`src/rtl/cpu_loader.sv`:
```
// Program loader and sequencer for a small CPU: streams words into instruction memory,
// lets the CPU run for a fixed number of cycles, then streams data memory back out.
module cpu_loader #(
    parameter int ADDR_STEP  = 4,
    parameter int IMEM_WORDS = 512
) (
    input  logic        clk,
    input  logic        arst_n,
    input  logic        start,
    input  logic [15:0] run_cycles,
    input  logic [15:0] dump_words,
    input  logic        in_valid,
    input  logic [31:0] in_data,
    input  logic        in_last,
    output logic        in_ready,
    output logic        out_valid,
    output logic [31:0] out_data,
    input  logic        out_ready,
    output logic        busy,
    output logic        done,
    output logic        load_err,
    output logic        cpu_enable,
    output logic [31:0] addr_ext,
    output logic        wen_ext,
    output logic        ren_ext,
    output logic [31:0] wdata_ext,
    output logic [31:0] addr_ext_2,
    output logic        wen_ext_2,
    output logic        ren_ext_2,
    output logic [31:0] wdata_ext_2,
    input  logic [31:0] rdata_ext_2
);

    typedef enum logic [2:0] {
        IDLE, LOAD, RUN, DUMP_RD, DUMP_WAIT, DUMP_OUT, DONE
    } state_t;

    localparam logic [31:0] STEP  = 32'(ADDR_STEP);
    localparam logic [31:0] LIMIT = 32'(IMEM_WORDS);

    state_t      state_reg, state_next;
    logic [15:0] run_cycles_reg, dump_words_reg;
    logic [15:0] word_count_reg, run_count_reg, dump_idx_reg;
    logic [31:0] out_data_reg;
    logic        load_err_reg;

    logic accept, in_range, run_last, dump_last;

    assign accept    = (state_reg == LOAD) && in_valid;
    assign in_range  = {16'd0, word_count_reg} < LIMIT;
    assign run_last  = (run_cycles_reg == 16'd0) || (run_count_reg == run_cycles_reg - 16'd1);
    assign dump_last = (dump_idx_reg + 16'd1) == dump_words_reg;

    always_ff @(posedge clk or negedge arst_n) begin
        if (!arst_n) begin
            state_reg <= IDLE;
        end else begin
            state_reg <= state_next;
        end
    end

    always_comb begin
        state_next = state_reg;
        case (state_reg)
            IDLE:      if (start) state_next = LOAD;
            LOAD:      if (accept && in_last) state_next = RUN;
            RUN:       if (run_last) state_next = (dump_words_reg == 16'd0) ? DONE : DUMP_RD;
            DUMP_RD:   state_next = DUMP_WAIT;
            DUMP_WAIT: state_next = DUMP_OUT;
            DUMP_OUT:  if (out_ready) state_next = dump_last ? DONE : DUMP_RD;
            DONE:      state_next = IDLE;
            default:   state_next = IDLE;
        endcase
    end

    always_ff @(posedge clk or negedge arst_n) begin
        if (!arst_n) begin
            run_cycles_reg <= 16'd0;
            dump_words_reg <= 16'd0;
            word_count_reg <= 16'd0;
            run_count_reg  <= 16'd0;
            dump_idx_reg   <= 16'd0;
            out_data_reg   <= 32'd0;
            load_err_reg   <= 1'b0;
        end else begin
            case (state_reg)
                IDLE: begin
                    if (start) begin
                        run_cycles_reg <= run_cycles;
                        dump_words_reg <= dump_words;
                        word_count_reg <= 16'd0;
                        run_count_reg  <= 16'd0;
                        dump_idx_reg   <= 16'd0;
                        load_err_reg   <= 1'b0;
                    end
                end
                LOAD: begin
                    if (accept) begin
                        if (!in_range) load_err_reg <= 1'b1;
                        // Saturate so an oversized stream can never wrap back into range.
                        if (word_count_reg != 16'hFFFF) word_count_reg <= word_count_reg + 16'd1;
                    end
                end
                RUN:       run_count_reg <= run_count_reg + 16'd1;
                DUMP_WAIT: out_data_reg <= rdata_ext_2;
                DUMP_OUT:  if (out_ready) dump_idx_reg <= dump_idx_reg + 16'd1;
                default: ;
            endcase
        end
    end

    // Outputs decode straight from the state register so reset clears them without a clock.
    always_comb begin
        in_ready    = (state_reg == LOAD);
        wen_ext     = accept && in_range;
        addr_ext    = wen_ext ? ({16'd0, word_count_reg} * STEP) : 32'd0;
        wdata_ext   = wen_ext ? in_data : 32'd0;
        ren_ext     = 1'b0;
        cpu_enable  = (state_reg == RUN) && (run_cycles_reg != 16'd0);
        ren_ext_2   = (state_reg == DUMP_RD);
        addr_ext_2  = ren_ext_2 ? ({16'd0, dump_idx_reg} * STEP) : 32'd0;
        wen_ext_2   = 1'b0;
        wdata_ext_2 = 32'd0;
        out_valid   = (state_reg == DUMP_OUT);
        out_data    = out_data_reg;
        busy        = (state_reg != IDLE);
        done        = (state_reg == DONE);
        load_err    = load_err_reg;
    end

endmodule

```
`config.mk`:
```
export PLATFORM = sky130hd
export DESIGN_NAME = cpu_loader
export DESIGN_NICKNAME = d
export VERILOG_FILES = /design/src/rtl/cpu_loader.sv
export SDC_FILE = /design/constraint.sdc
export NUM_CORES = 1
export LEC_CHECK = 0
export ABC_AREA = 1
export BUFFER_PORTS_ARGS = -buffer_cell sky130_fd_sc_hd__buf_2
export CORE_MARGIN = 5
export CORE_UTILIZATION = 41
export CTS_BUF_LIST = sky130_fd_sc_hd__clkbuf_4 sky130_fd_sc_hd__clkbuf_8
export DETAILED_ROUTE_END_ITERATION = 6
export PLACE_DENSITY = 0.69
export REMOVE_ABC_BUFFERS = 1
export SETUP_SLACK_MARGIN = 0.5
export SYNTH_ARGS = -nofsm -noshare
export SYNTH_HDL_FRONTEND = slang
export SYNTH_SLANG_ARGS = --single-unit
```
`constraint.sdc`:
```
create_clock -name clk -period 2 [get_ports clk]
set_clock_uncertainty 0.05 [all_clocks]
set_input_delay 0.2 -clock clk [delete_from_list [all_inputs] [get_ports clk]]
set_output_delay 0.2 -clock clk [all_outputs]
set_load 0.01 [all_outputs]
```
# --- Yosys cells after proc, flatten, opt, wreduce, memory -nomap -nowiden ---
# Index checks and enable logic that the tools add are counted.
word_totals:
  regBits: 116
  output_inout_bits: 170
  inputBits: 102
  wordCells: 69
op_classes:
  eq_ne: 16
  add_sub_neg: 4
  muxes: 21
  reduce_logical: 19
  n_lt_le_gt_ge: 1
ops:
  columns: ["cell", "n"]
  rows:
  - ["$pmux 16 s2", 3]
  - ["$mux 16", 4]
  - ["$add 16x1->16 const B", 3]
  - ["$mux 18", 2]
  - ["$eq 16x16->1", 2]
  - ["$logic_not 16->1", 2]
  - ["$mux 32", 1]
  - ["$mux 3", 6]
  - ["$pmux 3 s6", 1]
  - ["$lt 16x10->1 const B", 1]
  - ["$ne 16x16->1 const B", 1]
  - ["$reduce_bool 16->1", 1]
  - ["$sub 16x1->16 const B", 1]
  - ["$reduce_and 4->1", 3]
  - ["$eq 3x3->1 const B", 3]
  - ["$ne 2x1->1 const B", 4]
  - ["$eq 3x2->1 const B", 2]
  - ["$ne 2x2->1 const B", 3]
  - ["$reduce_bool 2->1", 3]
  - ["$logic_and 1x1->1", 4]
  - ["$reduce_and 2->1", 2]
  - ["$eq 3x1->1 const B", 1]
  - ["$logic_not 3->1", 1]
  - ["$mux 1", 3]
  - ["4 further kinds", 4]

# --- Depth between registers and ports, before layout ---
logic_depth:
  word_depth: 5
  mapped_depth: 15
  mapped_depth_nobuf: 15

# --- Worst setup path after synthesis ---
# Ideal clock, no wire load.
synth_path:
  kind: "register to register"
  from: "register dump_idx_reg[0]"
  to: "register state_reg[0]"
  slack_ps: 224
  synth_period_minus_slack_ps: 1776
  required_time_ps: 1831
  setup_time_ps: 119
  path_stages_with_launch: 15
  arrival_time_ps: 1607
  n_path_buf: 0
  cell_sequence: "dfrtp_1 > ha_1 > nand2_1 > nor2_4 > nand2_1 > o21ai_1 > nand3_1 > nand2_1 > nand2_1 > nor2_2 > nand3_1 > nand2_1 > nand2_1 > nand2_1 > nand2_1"
synth_via:
  elab_chain_len: 5
synth_lines:
  columns: ["element", "line", "source"]
  rows:
  - ["from (decl)", "43", "logic [15:0] word_count_reg, run_count_reg, dump_idx_reg;"]
  - ["from (signal assigned)", "106", "DUMP_OUT: if (out_ready) dump_idx_reg <= dump_idx_reg + 16'd1;"]
  - ["$add 16x1->16", "52", "assign dump_last = (dump_idx_reg + 16'd1) == dump_words_reg;"]
  - ["$eq 16x16->1", "52", null]
  - ["$mux 3 (2 in series)", "70", "DUMP_OUT: if (out_ready) state_next = dump_last ? DONE : DUMP_RD;"]
  - ["$pmux 3 s6", "64", "case (state_reg)"]
  - ["to (signal assigned)", "58", "state_reg <= state_next;"]
  - ["to (decl)", "41", "state_t state_reg, state_next;"]
# Every way passes these cells. The select of a mux whose other input is x is not followed.
# A chain may end at the register's enable or synchronous reset.

# --- Worst setup path after layout ---
layout_path:
  from: "register word_count_reg[11]"
  to: "output port addr_ext[10]"
layout_via:
  elab_chain_len: 3
layout_lines:
  columns: ["element", "line", "source"]
  rows:
  - ["from (decl)", "43", null]
  - ["from (signal assigned)", "101", "if (word_count_reg != 16'hFFFF) word_count_reg <= word_count_reg + 16'd1;"]
  - ["$lt 16x10->1", "50", "assign in_range = {16'd0, word_count_reg} < LIMIT;"]
  - ["$logic_and 1x1->1", "115", "wen_ext = accept && in_range;"]
  - ["$mux 18", "116", "addr_ext = wen_ext ? ({16'd0, word_count_reg} * STEP) : 32'd0;"]
  - ["to (decl)", "23", "output logic [31:0] addr_ext,"]
# Every way passes these cells.

==> results.cfg <==
[sta]
setup_viol = 86
fin_setup_tns_ns = -9.203
post-route-period-util_pct = 110.4
grt_setup_unrepaired = yes
maxSlewViolCount = 0
max-slew-margin-rel_pct = 58.29
clock.fmax_mhz = 452.7
hold_viol_final = 0
period_needed_ns = 2.209
setup_slack_ns = -0.2088
tightest_slew_ns = 0.6199

[place]
portBuffers = 198
placedCellCount = 1391
place_hpwl_mm = 15.78
pre_cts_ws_ns = 0.01814
gp_congestion = 0.8820

[logic_synthesis]
avgSynthCellArea_sq_um = 7.562
ys_types = 46
syn_inst = 957
post-synth-top-area-fraction_pct = 40.11
async_flop_share_pct = 100.0
yosysTopAreaCell = dfrtp_1
synth_edf_count = 0
synth_seq_cells = 116
syn_area_sq_um = 7237
ys_warn_count = 0
synth_top_cells_by_area = dfrtp_1 40%, nand2_1 11%, buf_4 7.7%, inv_1 6.7%, nor2_1 6.4%
yosysSeqAreaShare_pct = 40.11
synth_ff_type = dfrtp_1

[critical_path]
crit_path_start_kind = flop
critical_path.max_fanout = 21
cp-end-kind = output port
cp_data_arrival_time_ns = 1.96
required_ns = 1.75
crit_type = flop to output port

[floorplanning]
ios = 272
core-area_sq_um = 17300
initial_utilization_pct = 41.84
dieArea_sq_um = 20410
die_w_um = 142.9
placementRows = 48
die_h_um = 142.9

[route]
drc_errors = 2
ant_nets = 0
vias = 8024
drtPass1Iterations = 7
viasPerCell = 5.066
finalWirelength_mm = 28.24
wire_per_inst_um = 17.83
drt_iter0_drc = 686

[layout]
syn_to_final_growth_pct = 67.32
fin_nets = 1453
largest_reg_flops = 32
final_cells = 1584
final_cell_mix = 169 x buf_2, 159 x nand2_1, 118 x inv_1
drive_above_1_share_pct = 45.18
antenna_cells = 0
final_common_cell = buf_2

[grt]
grt_max_degree = 47
grtUsageTotal_pct = 22.61
antenna_found_initial = 1
overflow = 0
grt_pass1_wl_mm = 36.54
grt_pass1_vias = 7423

[clock_tree]
insertion_delay_ns = 0.46
path_clk_slew_ns = 0.09
clkSinkCount = 116
ctsHtreeMaxLevel = 4
cts_inserted_buffers = 17
cts_tree = built
clk_path_buf_depth = 2
cts-root-buf = clkbuf_8

[run]
cap_violations = 0

[status]
violations = DRC, setup timing
outcome = complete, but fails checks

[pwr]
irDropWorstVdd_uv = 922.7
leakage_nw = 6.099
power.density_nw_per_um2 = 1210

[worst_hold_path]
min_path_type = primary input to flop
==> power breakdown <==
group	leakage (nW)	switching, mW	total [mW]	internal [mW]
Sequential	1.48	0.725	3.84	3.11
Clock	0.200	1.22	2.26	1.04
Combinational	4.42	4.40	8.56	4.16
==> cell families (layout without fill, tap and decap cells) <==
kind of cell / count (synthesis) / in the layout / synth area share [%]
buffers and inverters: 230 / 560 / 15.96
XOR/XNOR: 26 / 26 / 3.734
other: 1 / 73 / 0.05182
flip-flops: 116 / 116 / 40.11
AO/OA/AOI/OAI: 96 / 96 / 7.486
AND/OR/NAND/NOR: 450 / 450 / 26.68
multiplexers: 33 / 33 / 5.118
adder cells (fa/ha/maj): 5 / 5 / 0.8645
==> critical path, cell delays in order, from the launching register on <==
cell	delay, ns
dfrtp_1	0.40
nor3_1	0.30
nand3_2	0.15
nor2_4	0.16
inv_4	0.07
buf_12	0.16
nor2_1	0.10
buf_2	0.16
==> path summary, 6_finish.rpt <==
check	from	endpoint	slack, ns	cells past startpoint
max in group asynchronous	arst_n	word_count_reg[3]	1.07	3
worst min-delay path	out_ready	dump_idx_reg[1]	0.04	3
worst max-delay path	word_count_reg[11]	addr_ext[10]	-0.21	7
worst max register to register	run_cycles_reg[0]	state_reg[2]	-0.11	13
min in group asynchronous	arst_n	run_cycles_reg[3]	0.20	2
worst min register to register	out_data[17]	out_data[17]	0.46	1
==> through the flow <==
stage                     hold slack [ns]  instance area, sq um  utilization (%)  power, mW
after floorplan                   -0.1456                  6859                -      6.536
after global placement             0.1433                  8459            48.91      8.299
after detailed placement           0.1499                  8459            48.91      8.390
after CTS                         0.01644                 10510            60.73      12.20
after global routing              0.05343                 12110            70.01      15.44
final                             0.03960                 12110            70.01      14.66
==> layer usage <==
| layer | GRT usage, % | vias up | wire length (um) |
|---|---|---|---|
| met5 | 0 | - | 7 |
| met1 | 25.94 | 3847 | 10180 |
| met4 | 7.454 | 2 | 1179 |
| li1 | - | 3670 | - |
| met2 | 40.97 | 414 | 14670 |
| met3 | 5.794 | 91 | 2194 |
==> area by class of cell <==
class / count / area, sq um
Inverter: 135 / 549.3
Tap cell: 225 / 281.5
Clock inverter: 15 / 161.4
Fill cell: 1212 / 5187
Clock buffer: 17 / 234.0
Timing Repair Buffer: 393 / 3385
Multi-Input combinational cell: 683 / 4588
Sequential cell: 116 / 2910
==> cell usage after synthesis (4+ instances only) <==
cell        n
a21oi_1    14
buf_1       5
buf_2       5
buf_4      74
clkbuf_1   10
dfrtp_1   116
ha_1        5
inv_1     130
inv_2       4
mux2_2     32
nand2_1   212
nand2_2     4
nand3_1    62
nand4_1     8
nor2_1    124
nor2_2      8
nor3_1      9
nor4_1      9
o21ai_0    49
o22ai_1    15
o31ai_1     4
xnor2_1     7
xor2_1     16
==> timing repair <==
item / in CTS / in global routing
hold buffers: 65 / 0
gates resized for setup: 151 / 283
setup endpoints to repair: 178 / 179
pin swaps: 36 / 68
cloned: 5 / 9
hold endpoints to repair: 94 / 0
buffers inserted: 42 / 40
Power figures use the tool's default switching activity.
